File: config.mk
export PLATFORM = sky130hd
export DESIGN_NAME = if_fetch_stage
export DESIGN_NICKNAME = d
export VERILOG_FILES = /design/src/rtl/if_pkg.sv /design/src/rtl/if_hold_buffer.sv /design/src/rtl/if_fetch_stage.sv
export SDC_FILE = /design/constraint.sdc
export NUM_CORES = 1
export LEC_CHECK = 0
export ABC_AREA = 1
export BUFFER_PORTS_ARGS = -buffer_cell sky130_fd_sc_hd__buf_2
export CAP_MARGIN = 25
export CORE_UTILIZATION = 40
export DETAILED_ROUTE_END_ITERATION = 6
export GPL_TIMING_DRIVEN = 0
export PLACE_DENSITY = 0.61
export SKIP_CTS_REPAIR_TIMING = 1
export SLEW_MARGIN = 0
export SYNTH_ARGS = -nofsm -noshare
export SYNTH_HDL_FRONTEND = slang
export SYNTH_SLANG_ARGS = --single-unit
export TNS_END_PERCENT = 100
File: constraint.sdc
create_clock -name clk -period 14.86 [get_ports clk]
set_clock_uncertainty 0.05 [all_clocks]
set_input_delay 2.972 -clock clk [delete_from_list [all_inputs] [get_ports clk]]
set_output_delay 2.972 -clock clk [all_outputs]
set_load 0.1 [all_outputs]
File: src/rtl/if_pkg.sv
// rtl/if_pkg.sv - shared types and constants for the instruction-fetch stage
package if_pkg;

    typedef enum logic [1:0] {
        S_IDLE  = 2'd0,
        S_FETCH = 2'd1,
        S_HOLD  = 2'd2,
        S_KILL  = 2'd3
    } fetch_state_t;

    // sll $0,$0,0
    localparam logic [31:0] NOP_INSTR_DEFAULT = 32'h0000_0000;

    localparam int RS_MSB = 25;
    localparam int RS_LSB = 21;
    localparam int RT_MSB = 20;
    localparam int RT_LSB = 16;

    function automatic logic [31:0] word_align(input logic [31:0] addr);
        return {addr[31:2], 2'b00};
    endfunction

endpackage

File: src/rtl/if_hold_buffer.sv
// rtl/if_hold_buffer.sv - one-entry buffer parking a fetched word while IF/ID is stalled
module if_hold_buffer (
    input  logic        clk,
    input  logic        reset,
    input  logic        load,
    input  logic        clear,
    input  logic [31:0] instr_in,
    input  logic [31:0] pc_plus4_in,
    output logic [31:0] instr,
    output logic [31:0] pc_plus4,
    output logic        full
);

    always_ff @(posedge clk or posedge reset) begin
        if (reset) begin
            instr    <= 32'h0;
            pc_plus4 <= 32'h0;
            full     <= 1'b0;
        end else if (clear) begin
            full <= 1'b0;
        end else if (load) begin
            instr    <= instr_in;
            pc_plus4 <= pc_plus4_in;
            full     <= 1'b1;
        end
    end

endmodule

File: src/rtl/if_fetch_stage.sv
// rtl/if_fetch_stage.sv - PC, imem handshake and IF/ID register; IF_STALL_COUNT_EN adds stall/fetch counters
module if_fetch_stage
    import if_pkg::*;
#(
    parameter logic [31:0] RESET_PC  = 32'h0000_0000,
    parameter logic [31:0] NOP_INSTR = NOP_INSTR_DEFAULT
) (
    input  logic        clk,
    input  logic        reset,
    input  logic        PC_Enable,
    input  logic        IF_ID_Pipeline_Enable,
    input  logic        Branch_Taken,
    input  logic [31:0] Branch_Target,
    output logic [31:0] imem_addr,
    output logic        imem_req,
    input  logic [31:0] imem_rdata,
    input  logic        imem_ready,
    output logic [31:0] IF_ID_Instr,
    output logic [31:0] IF_ID_PC_Plus4,
    output logic        IF_ID_Valid
`ifdef IF_STALL_COUNT_EN
    ,
    output logic [31:0] stall_cycles,
    output logic [31:0] fetch_count
`endif
);

    fetch_state_t state;
    logic [31:0]  pc;
    logic [31:0]  pc_plus4;
    logic         advance;
    logic         fetch_load;
    logic         hold_unload;
    logic         hb_load;
    logic         hb_clear;
    logic [31:0]  hb_instr;
    logic [31:0]  hb_pc_plus4;
    logic         hb_full;

    // Disagreeing enables stall both PC and IF/ID so they stay in step.
    assign advance     = PC_Enable & IF_ID_Pipeline_Enable;
    assign pc_plus4    = pc + 32'd4;
    assign imem_addr   = pc;
    assign imem_req    = (state == S_FETCH) || (state == S_KILL);

    assign fetch_load  = !Branch_Taken && (state == S_FETCH) && imem_ready && advance;
    assign hold_unload = !Branch_Taken && (state == S_HOLD) && advance && hb_full;
    assign hb_load     = !Branch_Taken && (state == S_FETCH) && imem_ready && !advance;
    assign hb_clear    = Branch_Taken || hold_unload;

    if_hold_buffer u_hold (
        .clk         (clk),
        .reset       (reset),
        .load        (hb_load),
        .clear       (hb_clear),
        .instr_in    (imem_rdata),
        .pc_plus4_in (pc_plus4),
        .instr       (hb_instr),
        .pc_plus4    (hb_pc_plus4),
        .full        (hb_full)
    );

    always_ff @(posedge clk or posedge reset) begin
        if (reset) begin
            state          <= S_IDLE;
            pc             <= RESET_PC;
            IF_ID_Instr    <= NOP_INSTR;
            IF_ID_PC_Plus4 <= 32'h0;
            IF_ID_Valid    <= 1'b0;
        end else if (Branch_Taken) begin
            // A response landing this cycle belongs to the wrong path and is dropped.
            pc             <= word_align(Branch_Target);
            IF_ID_Instr    <= NOP_INSTR;
            IF_ID_PC_Plus4 <= 32'h0;
            IF_ID_Valid    <= 1'b0;
            state          <= (imem_req && !imem_ready) ? S_KILL : S_FETCH;
        end else begin
            case (state)
                S_IDLE: state <= S_FETCH;
                S_FETCH: begin
                    if (fetch_load) begin
                        IF_ID_Instr    <= imem_rdata;
                        IF_ID_PC_Plus4 <= pc_plus4;
                        IF_ID_Valid    <= 1'b1;
                        pc             <= pc_plus4;
                    end else if (hb_load) begin
                        state <= S_HOLD;
                    end
                end
                S_HOLD: begin
                    if (hold_unload) begin
                        IF_ID_Instr    <= hb_instr;
                        IF_ID_PC_Plus4 <= hb_pc_plus4;
                        IF_ID_Valid    <= 1'b1;
                        pc             <= pc_plus4;
                        state          <= S_FETCH;
                    end
                end
                S_KILL: begin
                    if (imem_ready) state <= S_FETCH;
                end
                default: state <= S_IDLE;
            endcase
        end
    end

`ifdef IF_STALL_COUNT_EN
    always_ff @(posedge clk or posedge reset) begin
        if (reset) begin
            stall_cycles <= 32'h0;
            fetch_count  <= 32'h0;
        end else begin
            if (state != S_IDLE && !advance && stall_cycles != 32'hFFFF_FFFF)
                stall_cycles <= stall_cycles + 32'd1;
            if ((fetch_load || hold_unload) && fetch_count != 32'hFFFF_FFFF)
                fetch_count <= fetch_count + 32'd1;
        end
    end
`endif

endmodule
==> impl_metrics.yaml <==
global_routing:
  grt.overflow.total: 0
  antenna_found_initial: 2
  grt_pass1_vias: 7032
  gr-usage-all-layers_pct: 24.4
  grt_pass1_wl_um: 37900
  grt_start_max_net_pins: 118
critical_path:
  path_class: "register to primary output"
  required_ps: 11840
  path_max_fanout: 6
  cp-end-kind: "primary output"
  rrSetupSlack_ps: 12700
  arrival_ps: 1460
  startpoint_type: "register"
yosys:
  syn_inst: 1097
  ys_seq_area_share_pct: 49.6
  ys_async_sr_fraction_pct: 100
  synth.distinct_cells: 33
  synth_enable_flop_cells: 0
  ys_ff_latch: 159
  avgSynthCellArea_um2: 7.31
  yosysTopAreaCell: "dfrtp_1"
  yosysWarnings: 0
  synth_area_mm2: 0.00802
  synth_top_area_share_pct: 49.6
  synth_area_leaders: "dfrtp_1, nand2_1, o21ai_0"
  synth_flop_cell: "dfrtp_1"
sta:
  final_max_slew_viol_count: 0
  hold_viol: 0
  tns_ps: 0
  relSlewSlack_pct: 57.0
  worst_pin_slew_ps: 645
  period_minus_slack_ps: 4490
  timing.fmax_mhz: 223
  rsz0062_at_grt: "no"
  setup_slack_ps: 10370
  setup_viol: 0
  fin_crit_sh_pct: 30.2
floorplanning:
  fp.coreArea_mm2: 0.0195
  die_x_um: 144
  start_util_pct: 41.1
  die_h_um: 144
  io-pin-count: 168
  fp-row-count: 51
  fp.dieArea_mm2: 0.0206
placed_design:
  port_buffers: 162
  dp_hpwl_um: 17000
  place.gp.congestion: 0.885
  pre_cts_slack_ps: 10270
  dp.cells: 1526
final_layout:
  n_antenna_cell: 0
  fin_cells: 1558
  drive_gt1_share_pct: 20.0
  fin_util_pct: 50.1
  mostFrequentLayoutCells: "nand2_1, buf_2, dfrtp_1, nor2_1, o21ai_0"
  area_growth_pct: 22.0
  finish.net_count: 1351
  final_common_cell: "nand2_1"
clock_network:
  cts_sinks: 159
  clock_path_buffers: 2
  htreeDepth: 4
  cts_inserted_buffers: 17
  cts_tree: "yes"
  clk_latency_ps: 440
  path_clk_slew_ps: 70
  clock_tree.root_cell: "clkbuf_16"
route:
  drt-total-wl_um: 23500
  drt_iter0_drc: 441
  ant_nets: 0
  viasPerCell: 4.85
  vias: 7562
  drt_pre_antenna_iters: 5
  wire_per_inst_um: 15.1
  route.detailed.drc: 0
hold_path:
  min-delay-path-class: "register to register"
run:
  max_cap_viol_count: 0
run_status:
  status: "finished clean"
==> synthesized netlist by cell type (all sizes together) (2+ instances only) <==
master and n:
a21boi 5, a21oi 8, a31oi 7, and2 4
buf 40, clkbuf 13, dfrtp 159, inv 100
nand2 424, nand3 70, nor2 124, o21ai 130
o31ai 2, or2 2, xor2 4
==> final timing paths <==
path / start / to / cells past startpoint
min: IF_ID_Valid / IF_ID_Valid / 2
min reg2reg: IF_ID_Valid / IF_ID_Valid / 2
max in group asynchronous: reset / imem_addr[24] / 3
min in group asynchronous: reset / IF_ID_Instr[15] / 2
max: state[0] / imem_req / 2
max reg2reg: imem_addr[2] / imem_addr[28] / 10
==> logic make-up (layout without fill, tap and decap cells) <==
family / count (synthesis) / count (layout) / share of synthesized area (%)
compound gates: 153 / 153 / 9.95
xor+xnor: 4 / 4 / 0.437
fa+ha+maj: 1 / 1 / 0.156
buf+inv: 153 / 348 / 8.30
flops: 159 / 159 / 49.6
mux: 1 / 1 / 0.125
other cells: 1 / 2 / 0.0468
simple gates: 625 / 625 / 31.4
==> final cells by class <==
type / instances / area, µm²
flip-flops and latches: 159 / 3980
multi-input cells: 786 / 3380
clock buffers: 17 / 425
fillers: 1998 / 9740
inverters: 100 / 383
well taps: 265 / 332
repair buffers: 163 / 838
plain buffers: 53 / 290
clock inverters: 15 / 158
==> per-layer routing <==
metal / global-route usage, % / part of all wire, %
met5: 0 / 0.11
met4: 8.17 / 2.1
met3: 5.56 / 6.8
met2: 38.1 / 46
met1: 33.2 / 45
==> flip-flops by register name (all words and copies together) (netlist names) <==
signal / cells
IF_ID_PC_Plus4: 31
IF_ID_Valid: 1
u_hold.full: 1
u_hold.pc_plus4: 30
IF_ID_Instr: 32
state: 2
u_hold.instr: 32
imem_addr: 30
==> per-stage QoR <==
stage                     hold WS (ps)  cell area [µm²]
after CTS                          428             9780
after global routing               446             9780
after detailed placement           411             9200
after global placement             404             9170
final                              422             9780
after floorplan                    392             8020
==> critical path: stages (launching register included) <==
cell      delay [ps]
dfrtp_1          480
clkbuf_1         110
buf_2            440
Power is not shown: default switching activity piles up to over one toggle a cycle in this logic, so the estimate is an artifact.
